**config.mk**
```make
export PLATFORM = sky130hd
export DESIGN_NAME = cla_add_seq
export DESIGN_NICKNAME = d
export VERILOG_FILES = /design/src/rtl/cla_pkg.sv /design/src/rtl/cla_slice5.sv /design/src/rtl/cla_add_seq.sv
export SDC_FILE = /design/constraint.sdc
export NUM_CORES = 1
export LEC_CHECK = 0
export BUFFER_PORTS_ARGS = -buffer_cell sky130_fd_sc_hd__clkbuf_2
export CAP_MARGIN = 40
export CELL_PAD_IN_SITES_DETAIL_PLACEMENT = 1
export CELL_PAD_IN_SITES_GLOBAL_PLACEMENT = 1
export CORE_ASPECT_RATIO = 0.7
export CORE_MARGIN = 1
export CORE_UTILIZATION = 30
export DETAILED_ROUTE_END_ITERATION = 8
export HOLD_SLACK_MARGIN = 0.12
export PLACE_DENSITY_LB_ADDON = 0.12
export SLEW_MARGIN = 20
export SYNTH_ARGS = -nofsm -noshare
export SYNTH_HDL_FRONTEND = slang
export SYNTH_SLANG_ARGS = --single-unit
export TNS_END_PERCENT = 1
```
**constraint.sdc**
```tcl
create_clock -name clk -period 6.85 [get_ports clk]
set_clock_uncertainty 0.05 [all_clocks]
set_input_delay 0.3425 -clock clk [delete_from_list [all_inputs] [get_ports clk]]
set_output_delay 0.3425 -clock clk [all_outputs]
set_load 0.02 [all_outputs]
```
**src/rtl/cla_pkg.sv**
```systemverilog
// ---------------------------------------------------------------------------
// cla_pkg
// Shared constants and types for the sequential carry-lookahead adder.
//   SLICE_W : width of the single lookahead slice reused every cycle
//   state_t : sequencing states of cla_add_seq
// ---------------------------------------------------------------------------
package cla_pkg;

    localparam int SLICE_W = 5;

    typedef enum logic [1:0] {
        IDLE = 2'd0,
        RUN  = 2'd1,
        DONE = 2'd2
    } state_t;

endpackage

```
**src/rtl/cla_slice5.sv**
```systemverilog
// ---------------------------------------------------------------------------
// cla_slice5
// Purely combinational 5-bit carry-lookahead slice.
// Ports:
//   a, b : 5-bit operand slices
//   cin  : carry into bit 0 of the slice
//   sum  : 5-bit slice sum
//   c4   : carry into bit 4 (needed for overflow on the top slice)
//   c5   : carry out of bit 4
// ---------------------------------------------------------------------------
module cla_slice5
    import cla_pkg::*;
(
    input  logic [SLICE_W-1:0] a,
    input  logic [SLICE_W-1:0] b,
    input  logic               cin,
    output logic [SLICE_W-1:0] sum,
    output logic               c4,
    output logic               c5
);

    logic [SLICE_W-1:0] g_bar;
    logic [SLICE_W-1:0] g;
    logic [SLICE_W-1:0] p;
    logic               c1;
    logic               c2;
    logic               c3;

    // Generate is kept in inverted (NAND) form as the slice's native output;
    // the lookahead equations below use its complement.
    assign g_bar = ~(a & b);
    assign g     = ~g_bar;
    assign p     = a ^ b;

    // Every carry is a flat sum of products of g, p and cin, so no carry
    // depends on another carry (true lookahead, no ripple).
    assign c1 = g[0]
              | (p[0] & cin);
    assign c2 = g[1]
              | (p[1] & g[0])
              | (p[1] & p[0] & cin);
    assign c3 = g[2]
              | (p[2] & g[1])
              | (p[2] & p[1] & g[0])
              | (p[2] & p[1] & p[0] & cin);
    assign c4 = g[3]
              | (p[3] & g[2])
              | (p[3] & p[2] & g[1])
              | (p[3] & p[2] & p[1] & g[0])
              | (p[3] & p[2] & p[1] & p[0] & cin);
    assign c5 = g[4]
              | (p[4] & g[3])
              | (p[4] & p[3] & g[2])
              | (p[4] & p[3] & p[2] & g[1])
              | (p[4] & p[3] & p[2] & p[1] & g[0])
              | (p[4] & p[3] & p[2] & p[1] & p[0] & cin);

    assign sum = p ^ {c4, c3, c2, c1, cin};

endmodule

```
**src/rtl/cla_add_seq.sv**
```systemverilog
// ---------------------------------------------------------------------------
// cla_add_seq
// Sequential W-bit adder (W = 5*NUM_CHUNKS) that pushes one 5-bit chunk per
// cycle through a single cla_slice5, least significant chunk first.
// Ports:
//   clk, rst          : clock and synchronous active-high reset
//   in_valid/in_ready : request handshake; a, b, cin sampled on acceptance
//   out_valid/out_ready : result handshake; sum, cout, ovf held until taken
//   sum  : a+b+cin modulo 2^W
//   cout : carry out of bit W-1
//   ovf  : two's-complement overflow (carry into MSB xor carry out)
// ---------------------------------------------------------------------------
module cla_add_seq
    import cla_pkg::*;
#(
    parameter int NUM_CHUNKS = 4
) (
    input  logic                            clk,
    input  logic                            rst,
    input  logic                            in_valid,
    output logic                            in_ready,
    input  logic [SLICE_W*NUM_CHUNKS-1:0]   a,
    input  logic [SLICE_W*NUM_CHUNKS-1:0]   b,
    input  logic                            cin,
    output logic                            out_valid,
    input  logic                            out_ready,
    output logic [SLICE_W*NUM_CHUNKS-1:0]   sum,
    output logic                            cout,
    output logic                            ovf
);

    localparam int W     = SLICE_W * NUM_CHUNKS;
    localparam int IDX_W = (NUM_CHUNKS > 1) ? $clog2(NUM_CHUNKS) : 1;
    localparam logic [IDX_W-1:0] LAST_IDX = IDX_W'(NUM_CHUNKS - 1);

    state_t              state;
    state_t              next_state;
    logic [IDX_W-1:0]    idx;
    logic [W-1:0]        a_reg;
    logic [W-1:0]        b_reg;
    logic                carry;
    logic [W-1:0]        sum_reg;
    logic                cout_reg;
    logic                ovf_reg;

    int                  chunk_base;
    logic [SLICE_W-1:0]  slice_sum;
    logic                slice_c4;
    logic                slice_c5;

    assign chunk_base = int'(idx) * SLICE_W;

    // The one and only adder: it always looks at the chunk selected by idx
    // together with the carry left over from the previous chunk.
    cla_slice5 u_slice (
        .a   (a_reg[chunk_base +: SLICE_W]),
        .b   (b_reg[chunk_base +: SLICE_W]),
        .cin (carry),
        .sum (slice_sum),
        .c4  (slice_c4),
        .c5  (slice_c5)
    );

    // State register; reset wins over any handshake on the same edge.
    always_ff @(posedge clk) begin
        if (rst) begin
            state <= IDLE;
        end else begin
            state <= next_state;
        end
    end

    // Next-state and handshake outputs, decoded purely from the state.
    always_comb begin
        next_state = state;
        in_ready   = 1'b0;
        out_valid  = 1'b0;
        case (state)
            IDLE: begin
                in_ready = 1'b1;
                if (in_valid) begin
                    next_state = RUN;
                end
            end
            RUN: begin
                if (idx == LAST_IDX) begin
                    next_state = DONE;
                end
            end
            DONE: begin
                out_valid = 1'b1;
                if (out_ready) begin
                    next_state = IDLE;
                end
            end
            default: begin
                next_state = IDLE;
            end
        endcase
    end

    // Operand capture, chunk sequencing and result assembly. The carry is
    // seeded from cin only on acceptance, so nothing leaks between
    // operations. The result registers are left untouched in DONE, which
    // keeps the outputs stable while the consumer stalls.
    always_ff @(posedge clk) begin
        if (rst) begin
            idx      <= '0;
            a_reg    <= '0;
            b_reg    <= '0;
            carry    <= 1'b0;
            sum_reg  <= '0;
            cout_reg <= 1'b0;
            ovf_reg  <= 1'b0;
        end else begin
            case (state)
                IDLE: begin
                    if (in_valid) begin
                        a_reg    <= a;
                        b_reg    <= b;
                        carry    <= cin;
                        idx      <= '0;
                        sum_reg  <= '0;
                        cout_reg <= 1'b0;
                        ovf_reg  <= 1'b0;
                    end
                end
                RUN: begin
                    sum_reg[chunk_base +: SLICE_W] <= slice_sum;
                    carry                          <= slice_c5;
                    if (idx == LAST_IDX) begin
                        cout_reg <= slice_c5;
                        ovf_reg  <= slice_c4 ^ slice_c5;
                        idx      <= '0;
                    end else begin
                        idx <= idx + IDX_W'(1);
                    end
                end
                default: begin
                end
            endcase
        end
    end

    assign sum  = sum_reg;
    assign cout = cout_reg;
    assign ovf  = ovf_reg;

endmodule

```
==> results by group <==
Routing
  – Antenna Nets Post-Route: 0
  – Drt drc: 0
  – Iter 0 DRT Violations: ~130
  – Top Layer Used: met4
  – Met1 WL: ~4.5 mm
  – Met3 wire length: approximately 350 um
  – Met2 routed WL: roughly 3.6 mm
  – Via/cell ratio: slightly below 5
  – Vias: 2678
  – Wirelength per Cell: around 16 um
  – WL final: roughly 8.5 mm
  – Drt pass-1 iters: 4

STA
  – RSZ-0062 raised after global routing: false
  – Endpoints failing setup: 0
  – Max-slew headroom: 0.510
  – Tcrit/Tclk final: 0.425
  – Fmax achieved: 0.343 GHz
  – Minimum clock period: around 2.9 ns
  – Final hold vios: 0
  – Actual slew at the worst max-slew pin: 0.734 ns
  – TNS Setup: 0 ns
  – Fin Hold WS: 0.178 ns
  – Final Slew Violations: 0

Worst setup path
  – Cell count along the critical path: 7
  – CP Buf/Inv Count: 1
  – Critical Path AT: between 3 and 4 ns
  – CP top delay family: flip-flops
  – R2r worst-path depth: 7
  – Worst path slowest cell: dfxtp_1
  – Crit Path Max Fanout: 12
  – CP max stage delay: around 0.65 ns
  – Crit-path cells: buf_8 > mux4_2 > ha_1 > o21ai_0 > o21a_1 > or2_2 > a221oi_1
  – Setup CP Type: register to register
  – R2R Setup Slk: 3.94 ns
  – Worst Setup End Kind: register
  – Startpoint Class: register
  – CP required: 7.03 ns

Synthesis
  – Ys async rst share: 0
  – Cells after Synth: between 300 and 400
  – Post-synth top cells: 96 x nand2_1, 67 x dfxtp_1, 46 x a21oi_1
  – Top-count cell post-synth: nand2_1
  – Synth unique cells: 45
  – EDFF count, synth: 0
  – Flip-flop and latch count after synthesis: between 60 and 70
  – Ranking of synthesized cells by area: dfxtp_1 44%, nand2_1 12%, a21oi_1 7.6%, mux4_2 7.4%, ha_1 4.1%
  – Area leader, netlist: dfxtp_1
  – Warnings, synthesis: 0
  – Syn_area_per_cell: approximately 8.7 um^2
  – Share of the synthesized area in the top cell type: 0.440
  – Post-Syn Nets: roughly 400
  – Synth Flop Type: dfxtp_1
  – Mapped Area: 0.00305 mm^2
  – Seq/Total Area, Yosys: 0.440

Clock tree
  – CTS buffer count: 9
  – Setup Buffers After CTS: 0
  – Max clock buf depth: 2
  – Clk root buf: clkbuf_16
  – Post-CTS Resized: 0
  – Cts-stage hold buffer count: 0
  – Worst-Skew Late Latency: around 0.33 ns
  – Sink Count: 67
  – Clk slew on worst S/H paths: roughly 0.06 ns
  – CTS tree: built
  – Max H-tree Level: 3

Placement
  – Final RePlAce weighted congestion: 0.721
  – Cell Area, Placed: roughly 0.0035 mm^2
  – Post-DP HPWL: 6.26 mm
  – Port Buffer Count: 68
  – Inst Count DP: 530

Floorplan
  – FP Rows: 30
  – DIE WIDTH: around 120 um
  – Io pins: around 70
  – CORE AREA: roughly 0.0098 mm^2
  – Initial Util: 0.311
  – Die Height: about 86 um
  – Area of the die: ~0.011 mm^2

Global routing
  – Vias in the first global route: around 2.7k
  – Global route total overflow: 0
  – Largest net degree at the start of global routing: about 70
  – Initial antenna violation count: 0
  – Tot GR Track Use: 0.174
  – First-pass GRT wire length: between 10 and 15 mm

Cells and area
  – Post-layout util: 0.391
  – Area growth from synthesis to layout: 25.6%
  – Share of layout cells above drive strength 1: 0.256
  – Layout fillers: 1161
  – Antenna cells: 0
  – # nets final: between 400 and 500
  – Post-route cell area: ~0.0038 mm^2
  – Non-Filler Instances: 546

Min path
  – Hold depth: 3
  – Min-delay worst type: primary input to register

Status
  – Outcome: finished clean

Pwr
  – Power density over the cells: around 270 mW/mm^2
  – Worst VDD drop: between 0.1 and 0.15 mV
  – LEAKAGE: 0.00158 uW

Flow run
  – Maximum Capacitance Violations: 0
-- worst reg2reg max path, delay by kind of cell (launching register included) --
| family | cells | cell delay [ns] |
|---|---|---|
| buffers and inverters | 1 | 0.23 |
| adders and majority gates | 1 | 0.41 |
| muxes | 1 | 0.55 |
| DFF | 1 | 0.65 |
| and+or+nand+nor | 1 | 0.32 |
| AOI/OAI and AO/OA | 3 | 0.61 |
-- cells in the final DEF, fill, tap and decap left out, types with 2 or more instances in the layout --
cell,count
clkinv_4,2
nor2b_1,3
o21ai_0,6
nand3_1,4
a21oi_1,46
nand4_1,5
bufinv_16,2
or4_1,2
nor2_1,17
ha_1,10
nand2_1,96
a211oi_1,3
a32oi_1,4
clkbuf_2,68
clkbuf_16,9
nand3b_1,2
a22oi_1,10
clkinvlp_4,2
nor4_2,2
dfxtp_1,67
buf_4,3
or2_2,3
a21o_1,5
o31ai_1,3
mux4_2,10
nand2b_1,3
inv_1,9
-- through the flow --
step	power (uW)	setup slack, ns
global route	1080	3.76
CTS	1060	3.92
floorplan	504	4.21
global placement	544	3.75
finish	1040	3.94
detailed placement	548	3.92
-- report_power, final --
group	switching [uW]	total, uW	internal, uW
clock	182	503	321
combinational	69.3	116	47.0
sequential	14.0	421	407
total	266	1040	775
-- layer usage --
metal / vias up / track usage
met5: - / 0
met4: 0 / 0.0443
met3: 6 / 0.0500
met2: 49 / 0.253
met1: 1269 / 0.249
li1: 1354 / -
-- final cells by class --
class                      instances  area [um^2]  share of cell area
multi-input combinational        254         1590               0.415
sequential                        67         1340               0.350
timing repair buffer              72          378              0.0987
clock buffer                       9          225              0.0588
tap                              128          160              0.0418
clock inverter                     7          101              0.0265
inverter                           9         33.8             0.00882
-- worst paths after layout --
| path | endpoint | start |
|---|---|---|
| setup reg to reg | cout | idx[0] |
| setup / recovery | cout | idx[0] |
| hold / removal | b_reg[9] | b[9] |
| hold reg to reg | b_reg[19] | b_reg[19] |
-- logic make-up (layout without fill, tap and decap cells) --
family	count (synthesis)	in the layout	synth area share
AOI/OAI and AO/OA	85	85	0.173
xor gates and xnor gates	1	1	0.00287
adders and majority gates	11	11	0.0476
buffers and inverters	30	97	0.0402
DFF	67	67	0.440
muxes	10	10	0.0739
and+or+nand+nor	147	147	0.223
(Power assumes the default switching activity.)
